### src/rtl/vga_sync_decoder.sv
// Recovers pixel position from active-high HSync/VSync, verifies frame timing
// and gates delayed colour with a lock indication.
module vga_sync_decoder #(
  parameter int unsigned TOTAL_COLS  = 800,
  parameter int unsigned TOTAL_ROWS  = 525,
  parameter int unsigned ACTIVE_COLS = 640,
  parameter int unsigned ACTIVE_ROWS = 480,
  parameter int unsigned VIDEO_WIDTH = 3,
  parameter int unsigned LOCK_FRAMES = 2
) (
  input  logic                   i_Clk,
  input  logic                   i_Rst_L,
  input  logic                   i_HSync,
  input  logic                   i_VSync,
  input  logic [VIDEO_WIDTH-1:0] i_Red,
  input  logic [VIDEO_WIDTH-1:0] i_Grn,
  input  logic [VIDEO_WIDTH-1:0] i_Blu,
  output logic [9:0]             o_Col_Count,
  output logic [9:0]             o_Row_Count,
  output logic [5:0]             o_Cell_Col,
  output logic [5:0]             o_Cell_Row,
  output logic                   o_Active,
  output logic                   o_Locked,
  output logic                   o_Pixel_Valid,
  output logic [VIDEO_WIDTH-1:0] o_Red,
  output logic [VIDEO_WIDTH-1:0] o_Grn,
  output logic [VIDEO_WIDTH-1:0] o_Blu,
  output logic [7:0]             o_Err_Count
);

  localparam int unsigned CNT_W  = 10;
  localparam int unsigned GOOD_W = 16;
  localparam int unsigned ERR_W  = 8;

  localparam logic [CNT_W-1:0] CNT_MAX  = '1;
  localparam logic [CNT_W-1:0] COL_LAST = CNT_W'(TOTAL_COLS - 1);
  localparam logic [CNT_W-1:0] COL_ACT  = CNT_W'(ACTIVE_COLS - 1);
  localparam logic [CNT_W-1:0] ROW_LAST = CNT_W'(TOTAL_ROWS - 1);
  localparam logic [CNT_W-1:0] ROW_ACT  = CNT_W'(ACTIVE_ROWS - 1);
  localparam logic [ERR_W-1:0] ERR_MAX  = '1;

  typedef enum logic [1:0] {
    SEARCH = 2'd0,
    CHECK  = 2'd1,
    LOCKED = 2'd2
  } state_e;

  // Stage 1 capture plus previous-value copy for edge detection
  logic                   hs_s1_q, vs_s1_q;
  logic                   hs_prev_q, vs_prev_q;
  logic [VIDEO_WIDTH-1:0] red_s1_q, grn_s1_q, blu_s1_q;

  // Stage 2 state and outputs
  state_e                 state_q, state_d;
  logic [GOOD_W-1:0]      good_q, good_d;
  logic [CNT_W-1:0]       col_q, col_d;
  logic [CNT_W-1:0]       row_q, row_d;
  logic [ERR_W-1:0]       err_cnt_q, err_cnt_d;
  logic                   active_q, active_d;
  logic                   locked_q, locked_d;
  logic                   valid_q, valid_d;
  logic [VIDEO_WIDTH-1:0] red_q, red_d;
  logic [VIDEO_WIDTH-1:0] grn_q, grn_d;
  logic [VIDEO_WIDTH-1:0] blu_q, blu_d;

  logic hs_rise, hs_fall, vs_rise, vs_fall;
  logic line_err, width_err, frame_err, any_err;
  logic err_inc;
  logic [31:0] good_inc;

  always_ff @(posedge i_Clk or negedge i_Rst_L) begin
    if (!i_Rst_L) begin
      hs_s1_q   <= 1'b0;
      vs_s1_q   <= 1'b0;
      hs_prev_q <= 1'b0;
      vs_prev_q <= 1'b0;
      red_s1_q  <= '0;
      grn_s1_q  <= '0;
      blu_s1_q  <= '0;
    end else begin
      hs_s1_q   <= i_HSync;
      vs_s1_q   <= i_VSync;
      hs_prev_q <= hs_s1_q;
      vs_prev_q <= vs_s1_q;
      red_s1_q  <= i_Red;
      grn_s1_q  <= i_Grn;
      blu_s1_q  <= i_Blu;
    end
  end

  // Edges and timing checks all use the pre-update counter values
  always_comb begin
    hs_rise   = hs_s1_q & ~hs_prev_q;
    hs_fall   = ~hs_s1_q & hs_prev_q;
    vs_rise   = vs_s1_q & ~vs_prev_q;
    vs_fall   = ~vs_s1_q & vs_prev_q;
    line_err  = hs_rise && (col_q != COL_LAST);
    width_err = hs_fall && (col_q != COL_ACT);
    frame_err = (vs_rise && (row_q != ROW_LAST)) ||
                (vs_fall && (row_q != ROW_ACT));
    any_err   = line_err | width_err | frame_err;
  end

  // Position counters run regardless of lock state
  always_comb begin
    col_d = col_q;
    row_d = row_q;
    if (hs_rise) begin
      col_d = '0;
    end else if (col_q != CNT_MAX) begin
      col_d = col_q + CNT_W'(1);
    end
    if (vs_rise) begin
      row_d = '0;
    end else if (hs_rise && (row_q != CNT_MAX)) begin
      row_d = row_q + CNT_W'(1);
    end
  end

  always_comb begin
    state_d  = state_q;
    good_d   = good_q;
    err_inc  = 1'b0;
    good_inc = 32'(good_q) + 32'd1;
    unique case (state_q)
      SEARCH: begin
        if (vs_rise) begin
          state_d = CHECK;
          good_d  = '0;
        end
      end
      CHECK: begin
        if (any_err) begin
          state_d = SEARCH;
          err_inc = 1'b1;
        end else if (vs_rise) begin
          good_d = GOOD_W'(good_inc);
          if (good_inc >= 32'(LOCK_FRAMES)) begin
            state_d = LOCKED;
          end
        end
      end
      LOCKED: begin
        if (any_err) begin
          state_d = SEARCH;
          err_inc = 1'b1;
        end
      end
      default: begin
        state_d = SEARCH;
      end
    endcase
  end

  // Lock follows next state so an error drops it in the detecting cycle
  always_comb begin
    err_cnt_d = err_cnt_q;
    if (err_inc && (err_cnt_q != ERR_MAX)) begin
      err_cnt_d = err_cnt_q + ERR_W'(1);
    end
    active_d = hs_s1_q & vs_s1_q;
    locked_d = (state_d == LOCKED);
    valid_d  = active_d & locked_d;
    red_d    = valid_d ? red_s1_q : '0;
    grn_d    = valid_d ? grn_s1_q : '0;
    blu_d    = valid_d ? blu_s1_q : '0;
  end

  always_ff @(posedge i_Clk or negedge i_Rst_L) begin
    if (!i_Rst_L) begin
      state_q   <= SEARCH;
      good_q    <= '0;
      col_q     <= '0;
      row_q     <= '0;
      err_cnt_q <= '0;
      active_q  <= 1'b0;
      locked_q  <= 1'b0;
      valid_q   <= 1'b0;
      red_q     <= '0;
      grn_q     <= '0;
      blu_q     <= '0;
    end else begin
      state_q   <= state_d;
      good_q    <= good_d;
      col_q     <= col_d;
      row_q     <= row_d;
      err_cnt_q <= err_cnt_d;
      active_q  <= active_d;
      locked_q  <= locked_d;
      valid_q   <= valid_d;
      red_q     <= red_d;
      grn_q     <= grn_d;
      blu_q     <= blu_d;
    end
  end

  assign o_Col_Count   = col_q;
  assign o_Row_Count   = row_q;
  assign o_Cell_Col    = col_q[9:4];
  assign o_Cell_Row    = row_q[9:4];
  assign o_Active      = active_q;
  assign o_Locked      = locked_q;
  assign o_Pixel_Valid = valid_q;
  assign o_Red         = red_q;
  assign o_Grn         = grn_q;
  assign o_Blu         = blu_q;
  assign o_Err_Count   = err_cnt_q;

endmodule

### config.mk
export PLATFORM = sky130hd
export DESIGN_NAME = vga_sync_decoder
export DESIGN_NICKNAME = d
export VERILOG_FILES = /design/src/rtl/vga_sync_decoder.sv
export SDC_FILE = /design/constraint.sdc
export NUM_CORES = 1
export LEC_CHECK = 0
export ABC_AREA = 1
export BUFFER_PORTS_ARGS = -buffer_cell sky130_fd_sc_hd__buf_4
export CAP_MARGIN = 20
export CORE_AREA = 2 2 113 115
export CTS_BUF_LIST = sky130_fd_sc_hd__clkbuf_8
export DETAILED_ROUTE_END_ITERATION = 8
export DIE_AREA = 0 0 115 117
export SLEW_MARGIN = 40
export SYNTH_ARGS = -nofsm -noshare
export SYNTH_HDL_FRONTEND = slang
export SYNTH_SLANG_ARGS = --single-unit
### constraint.sdc
create_clock -name i_Clk -period 5.6 [get_ports i_Clk]
set_input_delay 0.84 -clock i_Clk [delete_from_list [all_inputs] [get_ports i_Clk]]
set_output_delay 0.84 -clock i_Clk [all_outputs]
set_load 0.1 [all_outputs]
# Word-level counts from Yosys, hierarchy flattened
# Cells that the tools add are included.
# word_totals
in_bits,13
reg_bits,71
output_inout_bits,52
wordCells,80
# op_classes
n_addsub,4
eq_ne,13
bitwise_logic,12
reduce_logical,13
magnitude_cmp,1
mux,19
# op_table
op,n
10-bit != test (second input constant),5
16-bit 2-to-1 mux,3
10-bit 2-to-1 mux,4
16-bit one-hot mux with 2 select lines,1
10-bit by 1-bit adder with 10-bit output (second input constant),2
16-bit by 1-bit adder with 17-bit output (second input constant),1
17-bit by 2-bit greater-or-equal comparator with 1-bit output (second input constant),1
2-bit 2-to-1 mux,5
10-bit by 9-bit != test with 1-bit output (second input constant),1
3-bit 2-to-1 mux,3
8-bit by 1-bit adder with 8-bit output (second input constant),1
8-bit != test (second input constant),1
1-bit AND,6
1-bit logical AND,6
2-bit != test (second input constant),3
2-bit one-hot mux with 3 select lines,1
2-bit nonzero test,3
2-bit == test (second input constant),2
1-bit inverter,4
4-bit AND reduction,1
2-bit by 1-bit == test with 1-bit output (second input constant),1
2-bit logical NOT,1
1-bit 2-to-1 mux,2
1-bit OR,2
other kinds (2),2

# Logic depth before layout (Yosys ltp)
# logic_depth
word_depth,10
depth_mapped,18
depth_no_buf,18

# Worst setup path after synthesis
# No wires, ideal clock.
# synth_path
path_type,register to register
from,"register col_q[0], in the netlist o_Col_Count[0]"
to,register good_q[14]
synth_period_minus_slack_ns,2.681
path_stages_with_launch,15
setup_time_ns,0.083
t_required_ns,5.517
n_path_buf,1
arrival_time_ns,2.598
setup_slack_ns,2.919
cell_sequence,dfrtp_1 ha_1 nand2_1 nor2_1 nand4_1 nand2_1 nand2_1 nor2_1 nand2_1 nand2_1 nand2_1 clkinv_1 clkbuf_2 nand3_1 o21ai_0
# synth_via
elab_chain_len,6
word_cells_on_any_way,8
cone_classes,3 x eq/ne; 2 x bitwise; 3 x reduce/logical
# synth_rtl
element,line_no,source
"start, declared",56,"logic [CNT_W-1:0] col_q, col_d;"
"start signal, assigned",185,col_q <= col_d;
10-bit != test (on tied branches),"97, 98",
1-bit logical AND (on tied branches),"97, 98",
1-bit OR * (2 in series),101,any_err = line_err | width_err | frame_err;
2-bit != test (no line) *,n/a,
4-bit AND reduction (no line) *,n/a,
"end signal, assigned",184,good_q <= good_d;
"end, declared",55,"logic [GOOD_W-1:0] good_q, good_d;"
# Every way passes the cells marked *; elsewhere a longest branch is shown, timed or not.
# A chain may end at the register's enable or synchronous reset.

# Worst setup path in the final report
# layout_path
from,register state_q[1]
to,register good_q[4]
# layout_via
elab_chain_len,3
word_cells_on_any_way,8
cone_classes,4 x eq/ne; 1 x mux; 3 x reduce/logical
# layout_rtl
element,line_no,source
"start, declared",54,"state_e state_q, state_d;"
"start signal, assigned",183,state_q <= state_d;
2-bit by 1-bit == test with 1-bit output or 2-bit logical NOT (tied branches),125,unique case (state_q)
2-bit != test (no line) or 2-bit nonzero test (tied branches),n/a,
4-bit AND reduction (no line),n/a,
# Parallel ways exist; a longest one is shown, timed or not.

==> impl_metrics.toml <==
[logic_synthesis]
yosys.cell_types.count = 31
ys_ff_latch = 71
synth_area_um2 = 3617
ys_seq_area_frac = 0.4912
yosysMostFrequentCell = "nand2_1"
synth_flop_cell = "dfrtp_1"
syn_area_per_cell_um2 = 8.147
synth_async_sr_flop_share = 1.000
syn-num-nets = 467
syn_inst = 444
synth_edf_count = 0
synth_area_leaders = "dfrtp_1 49%, nand2_1 11%, inv_1 6.1%"
synth_top_area_frac = 0.4912
synth_area_leader_cell = "dfrtp_1"
ys_top_cells_by_count = "109 x nand2_1, 71 x dfrtp_1, 59 x inv_1"
yosysWarningCount = 0

[sta]
slew_headroom = 0.5794
whs_ns = 0.4372
setup_tns_ns = 0
skew_ns = 0.009332
hold_viol_final = 0
setup-violations-final = 0
period_needed_ns = 2.683
maxSlewViolCount = 0
period_share = 0.4791
max_freq_mhz = 372.7
rsz0062_at_grt = "false"
tightest_slew_ns = 0.6308

[floorplanning]
io_pins = 65
initial_core_util = 0.2938
core-area_um2 = 12310
die_area_um2 = 13460
rows = 41
die_y_um = 117
die_x_um = 115

[layout]
area_growth_pct = 21.03
fin_nets = 527
final_layout_size_suffix_gt1_frac = 0.1749
num_antenna_cells = 0

[setup_path]
worstSetupPathType = "flop to flop"
required_ns = 5.81
critical_path.cell_chain = "inv_1, ha_1, inv_1, nand2_1, nand2_1, nand2_1, clkinv_1, nand3_1, o21ai_0"
worst-endpoint-arrival_ns = 2.90
crit_path_max_fanout = 18
critPathMaxStageDelay_ns = 0.49
endpoint_kind = "flop"
crit_slowest_cell = "ha_1"
crit_family = "buffers and inverters"
start_kind = "flop"
path_buf_inv = 3
cpMostUsedCell = "nand2_1"

[routing]
vias = 3011
drc = 0
initialDrtViolationCount = 167
routedWlPerCell_um = 11.78
finalWirelength_um = 7763
drt_first_pass_iters = 5
routed_via_density = 4.569
ant_nets = 0

[clock_network]
cts_root_buf = "clkbuf_8"
postCtsResizedCells = 0
cts_buffers = 9
cts_setup_buffers = 0
clock-sinks = 71
clkSlewWorstSetupHoldPaths_ns = 0.08
h-tree-depth = 3
clk_latency_ns = 0.35
hold_buffers = 0
cts_tree = "yes"
clock_path_buffers = 2

[pwr]
clockPowerShare = 0.254
power.density_nw_per_um2 = 360.5
irDropWorstVdd_uv = 256.3
leakagePower_nw = 2.214
combPwrFrac = 0.353
p_int_mw = 0.9088
p_sw_frac = 0.4241
seqPwrFrac = 0.393
p_sw_mw = 0.6694

[placement]
numPortBuffers = 64
gp_congestion = 0.8594
place_hpwl_um = 5705

[global_routing]
first_global_vias = 2912
grt_pass1_wl_um = 13480
grt_start_max_net_pins = 72
antenna_found_initial = 0
grt_overflow = 0
grt.total_usage = 0.1265

[min_path]
hold_class = "flop to flop"

[outcome]
status = "finished clean"

[flow_run]
drv_cap = 0
## layer usage
| metal | track usage | up-vias | part of all wire |
|---|---|---|---|
| met1 | 0.1646 | 1388 | 0.46 |
| met5 | 0 | - | 0 |
| met2 | 0.1969 | 79 | 0.46 |
| met4 | 0.05944 | 0 | 0.022 |
| met3 | 0.03450 | 13 | 0.062 |
| li1 | - | 1531 | - |
## registers in the layout, summed over array words and instances, names as in the netlist
signal,flops
o_Pixel_Valid,1
blu_s1_q,3
hs_prev_q,1
grn_s1_q,3
hs_s1_q,1
o_Grn,3
state_q,2
vs_s1_q,1
o_Locked,1
vs_prev_q,1
o_Blu,3
o_Col_Count,10
o_Active,1
o_Red,3
o_Err_Count,8
good_q,16
o_Row_Count,10
red_s1_q,3
## kinds of logic (layout without fill, tap and decap cells)
kind of cell / Yosys count / in the layout / synth area share
AO/OA/AOI/OAI: 47 / 47 / 0.07610
adder cells (fa/ha/maj): 10 / 10 / 0.03459
multiplexers: 1 / 1 / 0.003113
buffers and inverters: 76 / 141 / 0.09166
XOR/XNOR: 14 / 14 / 0.03390
flip-flops: 71 / 71 / 0.4912
AND/OR/NAND/NOR: 225 / 225 / 0.2695
## stage by stage
step | utilization | cells | worst slack, ns | power [mW] | cell area (µm²)
3_3_place_gp | 0.3397 | 643 | 3.114 | 1.186 | 4183
6_report | 0.3556 | 659 | 2.917 | 1.578 | 4378
4_1_cts | 0.3556 | 659 | 2.913 | 1.597 | 4378
5_1_grt | 0.3556 | 659 | 2.504 | 1.671 | 4378
3_5_place_dp | 0.3400 | 643 | 2.947 | 1.191 | 4187
2_1_floorplan | - | 444 | 2.919 | 1.060 | 3617
## final timing paths
path | startpoint | to | slack [ns] | cells past startpoint
max in group asynchronous | i_Rst_L | o_Red[1] | 4.67 | 1
worst min-delay path | hs_s1_q | hs_prev_q | 0.44 | 0
worst min register to register | hs_s1_q | hs_prev_q | 0.44 | 0
worst max-delay path | state_q[1] | good_q[4] | 2.92 | 9
min in group asynchronous | i_Rst_L | o_Row_Count[1] | 0.49 | 1
worst max register to register | state_q[1] | good_q[4] | 2.92 | 9
## layout make-up
cell class,count,area (µm²)
Multi-Input combinational cell,297,1509
Clock inverter,6,53.80
Clock buffer,10,137.6
Fill cell,1293,7934
Sequential cell,71,1777
Timing Repair Buffer,64,484.2
Tap cell,150,187.7
Inverter,61,229.0
## power groups by stage
stage / combinational, mW / sequential (mW) / clock, mW
finish: 0.557 / 0.621 / 0.400
global route: 0.602 / 0.630 / 0.439
CTS: 0.563 / 0.622 / 0.413
detailed placement: 0.561 / 0.631 / 0
global placement: 0.557 / 0.629 / 0
floorplan: 0.191 / 0.869 / 0
## cell usage in the layout, fill, tap and decap left out, types with 2 or more instances in the layout
master / instances
nand2_1: 109
dfrtp_1: 71
buf_4: 63
inv_1: 62
nor2_1: 53
nand3_1: 34
o21ai_0: 23
a21oi_1: 10
ha_1: 10
clkbuf_8: 10
nor3_1: 9
nand4_1: 8
xor2_1: 8
xnor2_1: 6
o31ai_1: 6
nand2_2: 5
nor2_4: 2
nor2_2: 2
clkinv_1: 2
a211oi_1: 2
(Power assumes the default switching activity.)
